[config.mk]
export PLATFORM = sky130hd
export DESIGN_NAME = kuuga_trace_reader
export DESIGN_NICKNAME = d
export VERILOG_FILES = /design/src/rtl/kuuga_trace_reader.sv
export SDC_FILE = /design/constraint.sdc
export NUM_CORES = 1
export LEC_CHECK = 0
export CORE_ASPECT_RATIO = 2
export CORE_MARGIN = 2
export CORE_UTILIZATION = 49
export CTS_BUF_LIST = sky130_fd_sc_hd__clkbuf_16
export DETAILED_ROUTE_END_ITERATION = 7
export HOLD_SLACK_MARGIN = 0.12
export PLACE_DENSITY = 0.75
export SKIP_LAST_GASP = 1
export SYNTH_ARGS = -nofsm -noshare
export SYNTH_HDL_FRONTEND = slang
export SYNTH_SLANG_ARGS = --single-unit
[constraint.sdc]
create_clock -name clk -period 3.59 [get_ports clk]
set_input_delay 0.359 -clock clk [delete_from_list [all_inputs] [get_ports clk]]
set_output_delay 0.359 -clock clk [all_outputs]
set_load 0.02 [all_outputs]
[src/rtl/kuuga_trace_reader.sv]
`timescale 1ns/1ps
// kuuga_trace_reader
// Drains a trace repository one entry at a time. It issues a memory request for
// every entry with a nonzero address, keeps granted requests in an in-order
// tracker, and retires each trace index when its response returns.
//
// Build option: KUUGA_TRACE_READER_DEDUP_EN. When it is defined, an entry whose
// address matches an occupied tracker slot is skipped and no request is issued.
//
// Ports:
//   clk, rst_n          clock, asynchronous active-low reset
//   enable              start/continue draining the repository
//   wr_idx              writer's next-write index (entries rd_idx..wr_idx-1 valid)
//   repo_rd_en/addr     repository read strobe and index
//   repo_rd_data        {instruction, mem_addr}, valid one cycle after repo_rd_en
//   mem_req/mem_addr    memory request and its address (held until granted)
//   mem_gnt/mem_rvalid  grant, and in-order response
//   retire_valid/index  one-cycle retire pulse and the retired trace index
//   busy                FSM not idle or requests outstanding
//   err                 sticky protocol error (stray rvalid or stray grant)
//
// state               | meaning
// IDLE                | wait for enable and a non-empty repository
// READ_ENTRY          | repository read strobe for rd_idx
// MAKE_REQUEST        | inspect entry: skip, stall on full tracker, or request
// WAIT_FOR_PROCESSING | mem_req held until granted, then slot allocated
module kuuga_trace_reader #(
  parameter int TRACE_ENTRIES    = 8192,
  parameter int DATA_ADDR_WIDTH  = 32,
  parameter int INSTR_DATA_WIDTH = 32,
  parameter int TRACKER_DEPTH    = 4,
  localparam int IW = $clog2(TRACE_ENTRIES),
  localparam int TW = $clog2(TRACKER_DEPTH)
) (
  input  logic                                      clk,
  input  logic                                      rst_n,
  input  logic                                      enable,
  input  logic [IW-1:0]                             wr_idx,
  output logic                                      repo_rd_en,
  output logic [IW-1:0]                             repo_rd_addr,
  input  logic [INSTR_DATA_WIDTH+DATA_ADDR_WIDTH-1:0] repo_rd_data,
  output logic                                      mem_req,
  output logic [DATA_ADDR_WIDTH-1:0]                mem_addr,
  input  logic                                      mem_gnt,
  input  logic                                      mem_rvalid,
  output logic                                      retire_valid,
  output logic [IW-1:0]                             retire_index,
  output logic                                      busy,
  output logic                                      err
);

  typedef enum logic [1:0] {
    IDLE,
    READ_ENTRY,
    MAKE_REQUEST,
    WAIT_FOR_PROCESSING
  } state_t;

  state_t state;

  logic [IW-1:0]              rd_idx;
  logic [IW-1:0]              rd_idx_inc;
  logic                       entry_fresh;
  logic [DATA_ADDR_WIDTH-1:0] entry_addr_q;
  logic [DATA_ADDR_WIDTH-1:0] cur_addr;

  // Tracker: circular FIFO, allocated at tail on grant, freed at head on response.
  logic [TRACKER_DEPTH-1:0]   slot_occ;
  logic [IW-1:0]              slot_idx [TRACKER_DEPTH];
  logic [TW-1:0]              head;
  logic [TW-1:0]              tail;
  logic [TW:0]                count;

  logic trk_empty;
  logic trk_full;
  logic rsp_take;
  logic slot_free;
  logic gnt_take;
  logic dup_hit;

  // The instruction half of an entry is not needed to drive memory requests.
  logic unused_instr;
  assign unused_instr = ^repo_rd_data[INSTR_DATA_WIDTH+DATA_ADDR_WIDTH-1:DATA_ADDR_WIDTH];

  assign repo_rd_addr = rd_idx;
  assign rd_idx_inc   = (rd_idx == IW'(TRACE_ENTRIES - 1)) ? '0 : rd_idx + 1'b1;

  // Repository data is only valid in the first MAKE_REQUEST cycle; a stall on a
  // full tracker falls back to the copy captured then.
  assign cur_addr = entry_fresh ? repo_rd_data[DATA_ADDR_WIDTH-1:0] : entry_addr_q;

  assign trk_empty = (count == '0);
  assign trk_full  = (count == (TW+1)'(TRACKER_DEPTH));
  assign rsp_take  = mem_rvalid && !trk_empty;
  // A response arriving in the same cycle frees the head slot, so a full
  // tracker can still take a new grant.
  assign slot_free = !trk_full || rsp_take;
  assign gnt_take  = mem_gnt && mem_req && (state == WAIT_FOR_PROCESSING) && slot_free;

  assign busy = (state != IDLE) || (|slot_occ);

`ifdef KUUGA_TRACE_READER_DEDUP_EN
  logic [DATA_ADDR_WIDTH-1:0] slot_addr [TRACKER_DEPTH];

  always_comb begin
    dup_hit = 1'b0;
    for (int i = 0; i < TRACKER_DEPTH; i++) begin
      if (slot_occ[i] && (slot_addr[i] == cur_addr)) dup_hit = 1'b1;
    end
  end

  always_ff @(posedge clk or negedge rst_n) begin
    if (!rst_n) begin
      for (int i = 0; i < TRACKER_DEPTH; i++) slot_addr[i] <= '0;
    end else if (gnt_take) begin
      slot_addr[tail] <= mem_addr;
    end
  end
`else
  assign dup_hit = 1'b0;
`endif

  always_ff @(posedge clk or negedge rst_n) begin
    if (!rst_n) begin
      state        <= IDLE;
      rd_idx       <= '0;
      entry_fresh  <= 1'b0;
      entry_addr_q <= '0;
      repo_rd_en   <= 1'b0;
      mem_req      <= 1'b0;
      mem_addr     <= '0;
      retire_valid <= 1'b0;
      retire_index <= '0;
      err          <= 1'b0;
      slot_occ     <= '0;
      head         <= '0;
      tail         <= '0;
      count        <= '0;
      for (int i = 0; i < TRACKER_DEPTH; i++) slot_idx[i] <= '0;
    end else begin
      repo_rd_en   <= 1'b0;
      retire_valid <= 1'b0;
      entry_fresh  <= 1'b0;

      case (state)
        IDLE: begin
          if (enable && (rd_idx != wr_idx)) begin
            state      <= READ_ENTRY;
            repo_rd_en <= 1'b1;
          end
        end
        READ_ENTRY: begin
          state       <= MAKE_REQUEST;
          entry_fresh <= 1'b1;
        end
        MAKE_REQUEST: begin
          entry_addr_q <= cur_addr;
          if ((cur_addr == '0) || dup_hit) begin
            rd_idx <= rd_idx_inc;
            state  <= IDLE;
          end else if (slot_free) begin
            mem_req  <= 1'b1;
            mem_addr <= cur_addr;
            state    <= WAIT_FOR_PROCESSING;
          end
        end
        WAIT_FOR_PROCESSING: begin
          if (gnt_take) begin
            mem_req <= 1'b0;
            rd_idx  <= rd_idx_inc;
            state   <= IDLE;
          end
        end
        default: state <= IDLE;
      endcase

      // Free before allocate: when both hit the same slot (full tracker), the
      // new allocation must win.
      if (rsp_take) begin
        slot_occ[head] <= 1'b0;
        head           <= head + 1'b1;
        retire_valid   <= 1'b1;
        retire_index   <= slot_idx[head];
      end
      if (gnt_take) begin
        slot_occ[tail] <= 1'b1;
        slot_idx[tail] <= rd_idx;
        tail           <= tail + 1'b1;
      end
      count <= count + {{TW{1'b0}}, gnt_take} - {{TW{1'b0}}, rsp_take};

      if ((mem_rvalid && trk_empty) || (mem_gnt && !mem_req)) err <= 1'b1;
    end
  end

endmodule

Yosys cells after proc, flatten, opt, wreduce, memory -nomap -nowiden
Cells that the tools add are included.
{ "word_totals": {"latchBits": 0, "mem_bits_rw": 0, "mem_bits_ro": 0, "ff_bits": 160, "mem_count": 0, "out_inout_bits": 63} }
{ "op_classes": {"reduce_logical": 26, "multipliers": 0, "shift": 0, "div": 0, "bitwise": 6, "add_sub_neg": 5, "n_eq_ne": 12, "order_cmp": 7, "n_mux": 30} }
{ "op_table": {"columns": ["operator", "n"], "rows": [
  ["$mux W13", 6],
  ["$bwmux W52", 1],
  ["$logic_not A32 Y1", 1],
  ["$mux W32", 1],
  ["$bmux W13 S2", 1],
  ["$demux W13 S2", 1],
  ["$pmux W13 S2", 1],
  ["$add A13 B1 Y13 const B", 1],
  ["$eq A13 B13 Y1 const B", 1],
  ["$ne A13 B13 Y1", 1],
  ["$logic_and A1 B1 Y1", 10],
  ["$ne A2 B2 Y1 const B", 5],
  ["$mux W1", 9],
  ["$reduce_and A3 Y1", 3],
  ["$mux W2", 4],
  ["$mux W4", 2],
  ["$pmux W2 S4", 1],
  ["$ge A3 B3 Y1 const B", 2],
  ["$lt A2 B3 Y1 const B", 2],
  ["$not A2 Y3", 2],
  ["$add A2 B1 Y2 const B", 2],
  ["$and A4 B4 Y4", 1],
  ["$demux W1 S2", 2],
  ["$eq A2 B2 Y1 const B", 2],
  ["other kinds (18)", 24]
]} }

Logic depth before layout (Yosys ltp)
Gate-level depths: netlist (run 1).
{ "logic_depth": {"ltp_word": 9, "ltp_mapped": 12, "depth_no_buf": 10} }

Worst setup path before layout (run 1)
Ideal clock, no wire load.
{ "synth_timing": {"kind": "register -> register", "startpoint": "register count[1]", "endpoint": "register count[2]", "slack_ns": 0.952, "required_ns": 3.465, "stages_incl_launch_ff": 13, "arrival_ns": 2.514, "n_path_buf": 2, "setup_time_ns": 0.125, "cell_sequence": "dfrtp_1 or4b_1 and4_1 buf_6 buf_6 clkinv_2 ha_1 inv_1 ha_1 inv_1 fa_1 xnor2_1 xnor2_1"} }
{ "synth_via": {"elab_chain_len": 7, "word_cells_on_any_way": 9} }
{ "synth_lines": {"columns": ["item", "line", "rtl"], "rows": [
  ["from (decl)", "72", "logic [TW:0] count;"],
  ["from (signal assigned)", "190", "count <= count + {{TW{1'b0}}, gnt_take} - {{TW{1'b0}}, rsp_take};"],
  ["$logic_not A3 Y1", "92", "assign trk_empty = (count == '0);"],
  ["$logic_not A1 Y1", "94", "assign rsp_take = mem_rvalid && !trk_empty;"],
  ["$logic_and A1 B1 Y1", "94", null],
  ["$logic_or A1 B1 Y1", "97", "assign slot_free = !trk_full || rsp_take;"],
  ["$logic_and A1 B1 Y1", "98", "assign gnt_take = mem_gnt && mem_req && (state == WAIT_FOR_PROCESSING) && slot_free;"],
  ["$add A3 B1 Y3", "190", null],
  ["$sub A3 B1 Y3 *", "190", null]
]} }
Every way passes the cells marked *; elsewhere a longest branch is shown, timed or not.
A chain may end at the register's enable or synchronous reset.

Worst setup path in the final report (run 1)
Same ends and word-level chain as after synthesis.

==> impl_metrics.py, run 1 <==
metrics = {
    "route": {
        "avgViaCountPerCell": 5.61,
        "wirelength_um": 17400,
        "routedWlPerCell_um": 19.3,
        "dr.pass1.iters": 4,
        "drt_iter0_markers": 275,
        "route.detailed.drc": 0,
        "detail-route-antenna-nets": 0,
        "vias": 5050,
    },
    "yosys": {
        "synth_top_cell_by_area": "dfrtp_1",
        "synthesis.nets": 691,
        "yosysSeqAreaShare_pct": 54.0,
        "synth.avg_cell_area_sq_um": 12.4,
        "ys.flop_type": "dfrtp_1",
        "synth_warnings": 0,
        "synth_top_area_share_pct": 54.0,
        "yosysMostFrequentCell": "dfrtp_1",
        "yosys-top-cells-area": "dfrtp_1, mux2_2, mux2_1, mux4_2, nand2_1",
        "synth_commonest_cells": "dfrtp_1, nand2_1, mux2_2",
        "synth_edf_count": 0,
        "synth_area_sq_um": 7420,
        "netlist_instances": 597,
        "synthDistinctLibCells": 48,
        "synth-seq-cells": 160,
        "postSynth.asyncResetShare_pct": 100,
    },
    "cells_and_area": {
        "antennaDiodeCount": 0,
        "synthToLayoutAreaGrowth_pct": 23.9,
        "finish.net_count": 786,
        "drive_gt1_share_pct": 18.4,
        "post-route-util_pct": 62.0,
        "finalNonFillerCells": 900,
    },
    "floorplanning": {
        "pin_count": 145,
        "die-width_um": 91.0,
        "coreArea_sq_um": 14800,
        "rows": 63,
        "start_util_pct": 50.1,
        "die_h_um": 178,
        "die-area_sq_um": 16200,
    },
    "critical_path": {
        "crit_path_max_fanout": 4,
        "worstSetupPathType": "flip-flop to flip-flop",
        "cp-end-kind": "flip-flop",
        "timing.rr.end": "count[2]",
        "required_ns": 3.93,
        "cp.arrival_ns": 2.94,
        "worstReg2RegStart": "count[1]",
        "cp-start-kind": "flip-flop",
        "r2r_cells": 10,
        "reg2reg_slack_ns": 0.99,
    },
    "global_route": {
        "grt_pass1_vias": 5426,
        "grt_antenna_before_repair": 0,
        "grt_pass1_wl_um": 28000,
        "grt_max_degree": 82,
        "overflow": 0,
        "grt_usage_pct": 22.5,
    },
    "pwr": {
        "vdd_drop_max_uv": 414,
        "leakage_nw": 4.07,
        "p_per_area_nw_per_um2": 793,
    },
    "clock_network": {
        "h-tree-depth": 4,
        "numCtsBuffers": 17,
        "clkSinkCount": 160,
        "path_clk_slew_ns": 0.07,
        "clkLatencyLatePin_ns": 0.43,
        "cts_resized": 0,
        "cts_setup_buffers": 0,
        "clockBufferDepth": 2,
        "cts_tree": "done",
        "cts_root_buf": "clkbuf_16",
    },
    "placed_design": {
        "io_buffers": 112,
        "gp_congestion": 0.753,
        "dp_hpwl_um": 12300,
        "place_inst": 867,
    },
    "min_path": {
        "holdCritStartpoint": "retire_index[1]",
        "worstHoldEndpoint": "retire_index[1]",
        "hold_depth": 2,
        "hold_path.class": "flip-flop to flip-flop",
    },
    "timing": {
        "period_needed_ns": 2.60,
        "hold_viol": 0,
        "grt_setup_unrepaired": "no",
        "setup_tns_ns": 0,
        "max_slew_margin_pct": 33.4,
        "finalSetupViolCount": 0,
        "maxSlewViolCount": 0,
        "tightest_slew_ns": 0.999,
        "finClkSkew_ns": 0.00940,
        "period_share_pct": 72.3,
        "max_freq_mhz": 385,
    },
    "flow_run": {
        "cap_violations": 0,
    },
    "status": {
        "status": "finished clean",
    },
}
[worst max path at each step]
stage,cells past startpoint,startpoint,end
after floorplan,12,count[1],count[2]
after global placement,11,mem_rvalid,count[2]
after detailed placement,11,mem_rvalid,count[2]
after CTS,10,count[1],count[2]
after global routing,10,count[1],count[2]
final,10,count[1],count[2]
[power by group]
| part | switching (W) | leakage (nW) | internal [W] |
|---|---|---|---|
| clock network | 0.000764 | 0.254 | 0.000889 |
| registers | 0.000550 | 2.00 | 0.00242 |
| logic | 0.00130 | 1.82 | 0.00136 |
[per-stage QoR]
| stage | total power, W | cell area, sq um | hold slack [ns] | setup slack [ns] |
|---|---|---|---|---|
| floorplan | 0.00465 | 7420 | 0.0634 | 0.952 |
| global placement | 0.00552 | 8640 | 0.422 | 0.755 |
| detailed placement | 0.00569 | 8640 | 0.437 | 0.700 |
| CTS | 0.00736 | 9190 | 0.478 | 0.977 |
| global route | 0.00770 | 9190 | 0.489 | 0.883 |
| finish | 0.00728 | 9190 | 0.473 | 0.995 |
[final cells by class]
class	instances	area, sq um
Inverter	13	50.0
Timing Repair Buffer	120	1200
Multi-Input combinational cell	380	3160
Tap cell	195	244
Sequential cell	160	4010
Clock buffer	17	425
Fill cell	1222	5630
Clock inverter	15	109
[state kept, by name, indices dropped and copies added, names as in the netlist]
| name | cells |
|---|---|
| mem_addr | 32 |
| slot_occ | 4 |
| entry_fresh | 1 |
| retire_index | 13 |
| head | 2 |
| tail | 2 |
| err | 1 |
| count | 3 |
| mem_req | 1 |
| state | 2 |
| entry_addr_q | 32 |
| repo_rd_en | 1 |
| slot_idx | 52 |
| retire_valid | 1 |
| repo_rd_addr | 13 |
[worst max-delay path, cell delays in order (launching register included)]
cell and delay, ns:
dfrtp_1 0.45, or4b_1 0.57, and4_1 0.24, clkinv_2 0.07, ha_1 0.23, inv_1 0.06
ha_1 0.13, inv_1 0.05, fa_1 0.38, xnor2_1 0.19, xnor2_1 0.14
[kinds of logic (layout without fill, tap and decap cells)]
| kind of cell | after synthesis | after routing | share of synthesized area (%) |
|---|---|---|---|
| AND/OR/NAND/NOR | 130 | 130 | 8.70 |
| adder cells (fa/ha/maj) | 12 | 12 | 2.13 |
| multiplexers | 136 | 136 | 22.2 |
| buffers and inverters | 57 | 165 | 3.64 |
| XOR/XNOR | 23 | 23 | 2.72 |
| flip-flops | 160 | 160 | 54.0 |
| AO/OA/AOI/OAI | 79 | 79 | 6.66 |
[routing by layer]
layer / GRT usage, % / share of wire (%)
met4: 9.15 / 2.2
met1: 23.0 / 36
met2: 44.0 / 58
met3: 4.31 / 3.4
met5: 0 / 0
[what timing repair did]
item | 4_1_cts | 5_1_grt
hold buffers | 1 | 0
endpoints found under the hold margin | 80 | 0
setup endpoints to repair | 0 | 0
[placed cells by master, fill, tap and decap left out, types with 7 or more instances in the layout]
| cell type | Yosys | layout |
|---|---|---|
| a21oi_1 | 27 | 27 |
| a31oi_1 | 24 | 24 |
| clkbuf_16 | 0 | 17 |
| clkdlybuf4s50_1 | 0 | 111 |
| dfrtp_1 | 160 | 159 |
| ha_1 | 11 | 11 |
| inv_1 | 12 | 12 |
| mux2_1 | 32 | 32 |
| mux2_2 | 64 | 64 |
| mux2i_1 | 27 | 26 |
| mux4_2 | 13 | 13 |
| nand2_1 | 76 | 76 |
| nor4_1 | 18 | 18 |
| o21ai_0 | 7 | 7 |
| xnor2_1 | 18 | 18 |
No activity file was read; power rests on OpenSTA's default activity.
==> run 2: changes to the inputs <==
Settings changed: CORE_UTILIZATION 49 to 47.
Clock period 3.59 ns to 2.3 ns, I/O delays scaled along.
==> run 2 against run 1 <==
  * Sequential share of layout area is 2.2 points lower
  * Non-clock buffer count increased by 45
  * Die area increased by 4.1%
  * Sequential power is 51% higher
  * Clock power grew 74%
  * Total power grew 64%
  * Global-route usage shrank 1.4 points
  * Worst hold slack lost 0.11 ns
  * Critical path depth did not move
  * Wire length decreased by 5.0%
  * Critical endpoint unchanged
  * Highest routed layer unchanged
==> impl_metrics.py, run 2 (synthesis gave the netlist of run 1 again) <==
metrics = {
    "critical_path": {
        "cp-start-kind": "flip-flop",
        "reg2reg_slack_ns": 0.06,
        "cp.arrival_ns": 2.55,
        "cp-end-kind": "flip-flop",
        "crit_start": "count[0]",
        "r2r_cells": 10,
        "worstReg2RegStart": "count[0]",
        "crit_path_max_fanout": 2,
        "cp_slowest_cell": "or4b_4",
        "worstSetupPathType": "flip-flop to flip-flop",
        "timing.rr.end": "count[2]",
        "worst_path_largest_cell_delay_ns": 0.52,
        "required_ns": 2.61,
        "crit_path_cell_trace": "or4b_4, and4_4, clkinv_4, ha_4, inv_2, ha_4, inv_2, fa_2, xnor2_2, xnor2_1",
    },
    "min_path": {
        "hold_path.class": "input port to asynchronous set/reset pin",
    },
    "timing": {
        "max_slew_margin_pct": 59.9,
        "hold_slack_ns": 0.366,
        "hold_viol": 0,
        "tightest_slew_ns": 0.602,
        "finClkSkew_ns": 0.0116,
        "period_needed_ns": 2.24,
        "maxSlewViolCount": 0,
        "grt_setup_unrepaired": "yes",
        "worst_slack_ns": 0.0605,
        "period_share_pct": 97.4,
        "max_freq_mhz": 447,
        "finalSetupViolCount": 0,
    },
    "placed_design": {
        "io_buffers": 112,
        "dp_hpwl_um": 11400,
        "gp_congestion": 0.804,
        "pre_cts_ws_ns": -0.336,
    },
    "route": {
        "detail-route-antenna-nets": 0,
        "dr.pass1.iters": 4,
        "wirelength_um": 16500,
        "drt_iter0_markers": 237,
        "vias": 5154,
        "routedWlPerCell_um": 17.3,
        "avgViaCountPerCell": 5.42,
        "route.detailed.drc": 0,
    },
    "clock_network": {
        "numCtsBuffers": 17,
        "path_clk_slew_ns": 0.06,
        "clkSinkCount": 160,
        "clkLatencyLatePin_ns": 0.43,
        "cts_tree": "done",
        "cts_root_buf": "clkbuf_16",
        "h-tree-depth": 4,
        "clockBufferDepth": 2,
    },
    "pwr": {
        "power_w": 0.0120,
        "p_per_area_nw_per_um2": 1240,
        "leakage_nw": 4.34,
        "vdd_drop_max_uv": 881,
    },
    "global_route": {
        "grt_usage_pct": 21.1,
        "grt_pass1_wl_um": 27800,
        "grt_max_degree": 64,
        "grt_pass1_vias": 5421,
        "grt_antenna_before_repair": 0,
        "overflow": 0,
    },
    "cells_and_area": {
        "drive_gt1_share_pct": 24.9,
        "post-route-util_pct": 61.9,
        "seq_area_sq_um": 4010,
        "multi_input_area_sq_um": 3200,
        "synthToLayoutAreaGrowth_pct": 30.4,
        "final_common_cell": "dfrtp_1",
        "finish.net_count": 831,
        "largest_register": "slot_idx",
        "largest_register_ffs": 52,
        "antennaDiodeCount": 0,
        "layout_common_cells": "dfrtp_1, clkdlybuf4s50_1, nand2_1",
        "largest_registers": "slot_idx x52, entry_addr_q x32, mem_addr x32",
        "fillCellCount": 1267,
    },
    "flow_run": {
        "cap_violations": 0,
    },
    "floorplanning": {
        "rows": 65,
        "die_h_um": 182,
        "coreArea_sq_um": 15600,
        "die-width_um": 92.8,
        "die-area_sq_um": 16900,
        "start_util_pct": 47.5,
        "pin_count": 145,
    },
    "status": {
        "status": "finished clean",
    },
}
-- run 2: cell types whose count changed in the layout (fill, tap and decap cells not counted), moves of 2 or more --
cell / change
buf_4: +43
clkinv_1: -3
clkinvlp_4: -2
buf_12: +2
ha_1: -2
clkinv_4: +2
bufinv_16: +2
ha_4: +2
inv_1: -2
inv_2: +2
-- run 2: area by class of cell --
type	count	area share (%)
Sequential cell	160	41.4
Multi-Input combinational cell	380	33.1
Timing Repair Buffer	165	16.1
Clock buffer	17	4.40
Tap cell	201	2.60
Clock inverter	15	1.77
Inverter	13	0.556
-- run 2: layer usage --
metal / part of all wire (%) / up-vias / wire length [um] / global-route usage [%]
li1: - / 2413 / - / -
met1: 44 / 2595 / 7300 / 28.2
met2: 50 / 124 / 8240 / 34.1
met3: 4.2 / 22 / 692 / 4.52
met4: 1.5 / 0 / 243 / 7.24
met5: 0 / - / 0 / 0
-- run 2: worst max-delay path by stage --
stage / endpoint / depth (start not counted)
finish: count[2] / 10
global route: count[2] / 10
CTS: count[2] / 10
detailed placement: count[2] / 11
global placement: count[2] / 11
floorplan: count[2] / 12
-- run 2: through the flow --
step / cell area, sq um / setup TNS [ns] / cells
after floorplan: 7460 / -0.344 / 597
after global placement: 9040 / -5.62 / 917
after detailed placement: 9040 / -7.10 / 917
after CTS: 9650 / 0 / 950
after global routing: 9670 / -0.00506 / 951
final: 9670 / 0 / 951
-- run 2: where the power goes --
part	internal, W	switching [W]
logic	0.00239	0.00221
registers	0.00378	0.000706
clock network	0.00163	0.00124
total	0.00780	0.00416
-- run 2: what timing repair did --
action | 4_1_cts | 5_1_grt
hold buffers | 1 | 0
resized for setup | 2 | 2
setup endpoints to repair | 1 | 2
pin swaps | 0 | 1
endpoints found under the hold margin | 61 | 0
buffers inserted | 0 | 1
-- run 2: critical path: cells and delay by family, from the launching register on --
family	cells	cell delay, ns
fa+ha+maj	3	0.65
simple gates	2	0.70
flops	1	0.38
buf+inv	3	0.14
xor+xnor	2	0.27
==> run 3: changes to the inputs <==
Settings changed: ABC_CLOCK_PERIOD_IN_PS set to 2300.
==> results of run 3 <==
No change in the layout: final DEF, timing and power equal those of run 2.
==> edit, RTL diff (flow settings as in run 2) <==
The parameter `TRACE_ENTRIES` goes from 8192 to 16384.
--- a/src/rtl/kuuga_trace_reader.sv
+++ b/src/rtl/kuuga_trace_reader.sv
@@ -25,7 +25,7 @@
 // MAKE_REQUEST        | inspect entry: skip, stall on full tracker, or request
 // WAIT_FOR_PROCESSING | mem_req held until granted, then slot allocated
 module kuuga_trace_reader #(
-  parameter int TRACE_ENTRIES    = 8192,
+  parameter int TRACE_ENTRIES    = 16384,
   parameter int DATA_ADDR_WIDTH  = 32,
   parameter int INSTR_DATA_WIDTH = 32,
   parameter int TRACKER_DEPTH    = 4,
Interface: changed (resized repo_rd_addr, retire_index and wr_idx); port bits go from 145 to 148. No check against the original RTL was run, so the function may have changed too.
==> edit against run 2 <==
  * The flow now finishes with violations (negative setup slack)
  * Final area rose by 3.5%
  * Non-clock buffer count grew 3
  * Critical path type unchanged
  * Largest cell class unchanged
  * Final cell count up 2.2%
  * Clock power rose by 7%
  * Sequential cell count is 6 higher
  * Synthesized cell count up 2.5%
  * Total power is 0.39% higher
  * Setup slack got worse by 0.23 ns
  * Critical endpoint unchanged
  * Area after synthesis up 3.1%
  * Routed wire length up 9.6%
==> edit: results (changes against run 2) <==
{| class="wikitable"
! Metric !! Value
|-
| Setup-failing EPs final || 2 (+2)
|-
| Non-Filler Instances || 972 (+2.2%)
|-
| Maximum VDD drop || 0.000693 V (-21%)
|-
| Synthesized-area fraction occupied by xor and xnor cells || 2.75% (+0.033 points)
|-
| Minimum setup slack after placement || -0.523 ns (-0.186 ns)
|-
| Largest net degree at the start of global routing || 62 (-3.1%)
|-
| GR Util met1 || 28.1% (-0.15 points)
|-
| Share of cell area taken by muxes after synthesis || 22.7% (+0.56 points)
|-
| Commonest cells in the synthesized netlist || 166 x sky130_fd_sc_hd__dfrtp_1, 61 x sky130_fd_sc_hd__mux2_2, 56 x sky130_fd_sc_hd__nand2_1
|-
| Cell count after synthesis || 612 (+2.5%)
|-
| Fraction of layout instances using a drive strength above 1 || 26.4% (+1.5 points)
|-
| Met2 Use GR || 37.3% (+3.2 points)
|-
| Total routing resource utilization after global routing || 22.0% (+0.89 points)
|-
| Synth Area in Adders || 2.06% (-0.064 points)
|-
| Setup crit start || count[0]$_DFF_PN0_
|-
| Number of global-route vias before repair || 5562 (+2.6%)
|-
| Dominant cells by area after synthesis || sky130_fd_sc_hd__dfrtp_1 54%, sky130_fd_sc_hd__mux2_2 9.0%, sky130_fd_sc_hd__mux2_4 5.3%
|-
| Type of the tightest min-delay check || input port to asynchronous set/reset pin
|-
| Initial detailed-routing violation count || 263 (+11%)
|-
| First-pass GRT wire length || 29.3 mm (+5.2%)
|-
| Port-buffer cells || 115 (+2.7%)
|-
| Length in cells of the worst reg-to-reg path || 11 (+1)
|-
| Distinct cells, synth || 41 (-15%)
|-
| HPWL reported at the end of detailed placement || 12.2 mm (+7.1%)
|-
| Post-cts sizing count || 10 (+8)
|-
| Met3 track demand over resource in global routing || 3.84% (-0.68 points)
|-
| Sequential share of the synthesized area || 54.3% (+0.34 points)
|-
| Post-synthesis net count || 707 (+2.3%)
|-
| Share of the synthesized area in compound gates (AO/OA/AOI/OAI) || 4.45% (-2.2 points)
|-
| Worst Slack Setup Final || -0.174 ns (-0.234 ns)
|-
| Violations in the final reports || negative setup slack
|-
| Result of the run || finished, violations left
|-
| Static leakage || 4.46 nW (+2.8%)
|-
| Maximum clock path buffer count || 2 (unchanged)
|-
| Wire per inst || 18.6 um (+7.2%)
|-
| Final hold slack || 0.323 ns (-0.0430 ns)
|-
| Least-Margin Pin Slew || 0.546 ns (-0.0560 ns)
|-
| Filler cell count in the final layout || 1245 (-1.7%)
|-
| Arrival time of data at the critical path endpoint || 2.78 ns (+0.23 ns)
|}
==> edit: metal layers <==
metal | wire, um | vias up
met4 | 314 | 0
met1 | 7600 | 2639
met5 | 0 | -
li1 | - | 2431
met2 | 9630 | 107
met3 | 514 | 22
==> edit: report_power, final <==
part	internal, mW	total (mW)	switching [mW]
Combinational	2.24	4.46	2.22
Sequential	3.81	4.48	0.665
Clock	1.91	3.07	1.16
==> edit: stage by stage <==
stage	instance area, um2	util [%]	TNS, ns
6_report	10000	62.2	-0.241
5_1_grt	10000	62.2	-0.398
4_1_cts	9950	61.8	-0.305
3_5_place_dp	9260	57.5	-11.64
3_3_place_gp	9260	57.5	-8.89
2_1_floorplan	7650	-	-0.525
==> edit: final cells by class <==
type,instances,area (um2),area share [%]
sequential,166,4160,41.5
inverter,10,42.5,0.425
clock buffer,17,425,4.25
clock inverter,14,209,2.09
multi-input combinational,393,3320,33.1
timing repair buffer,168,1610,16.1
tap,204,255,2.55
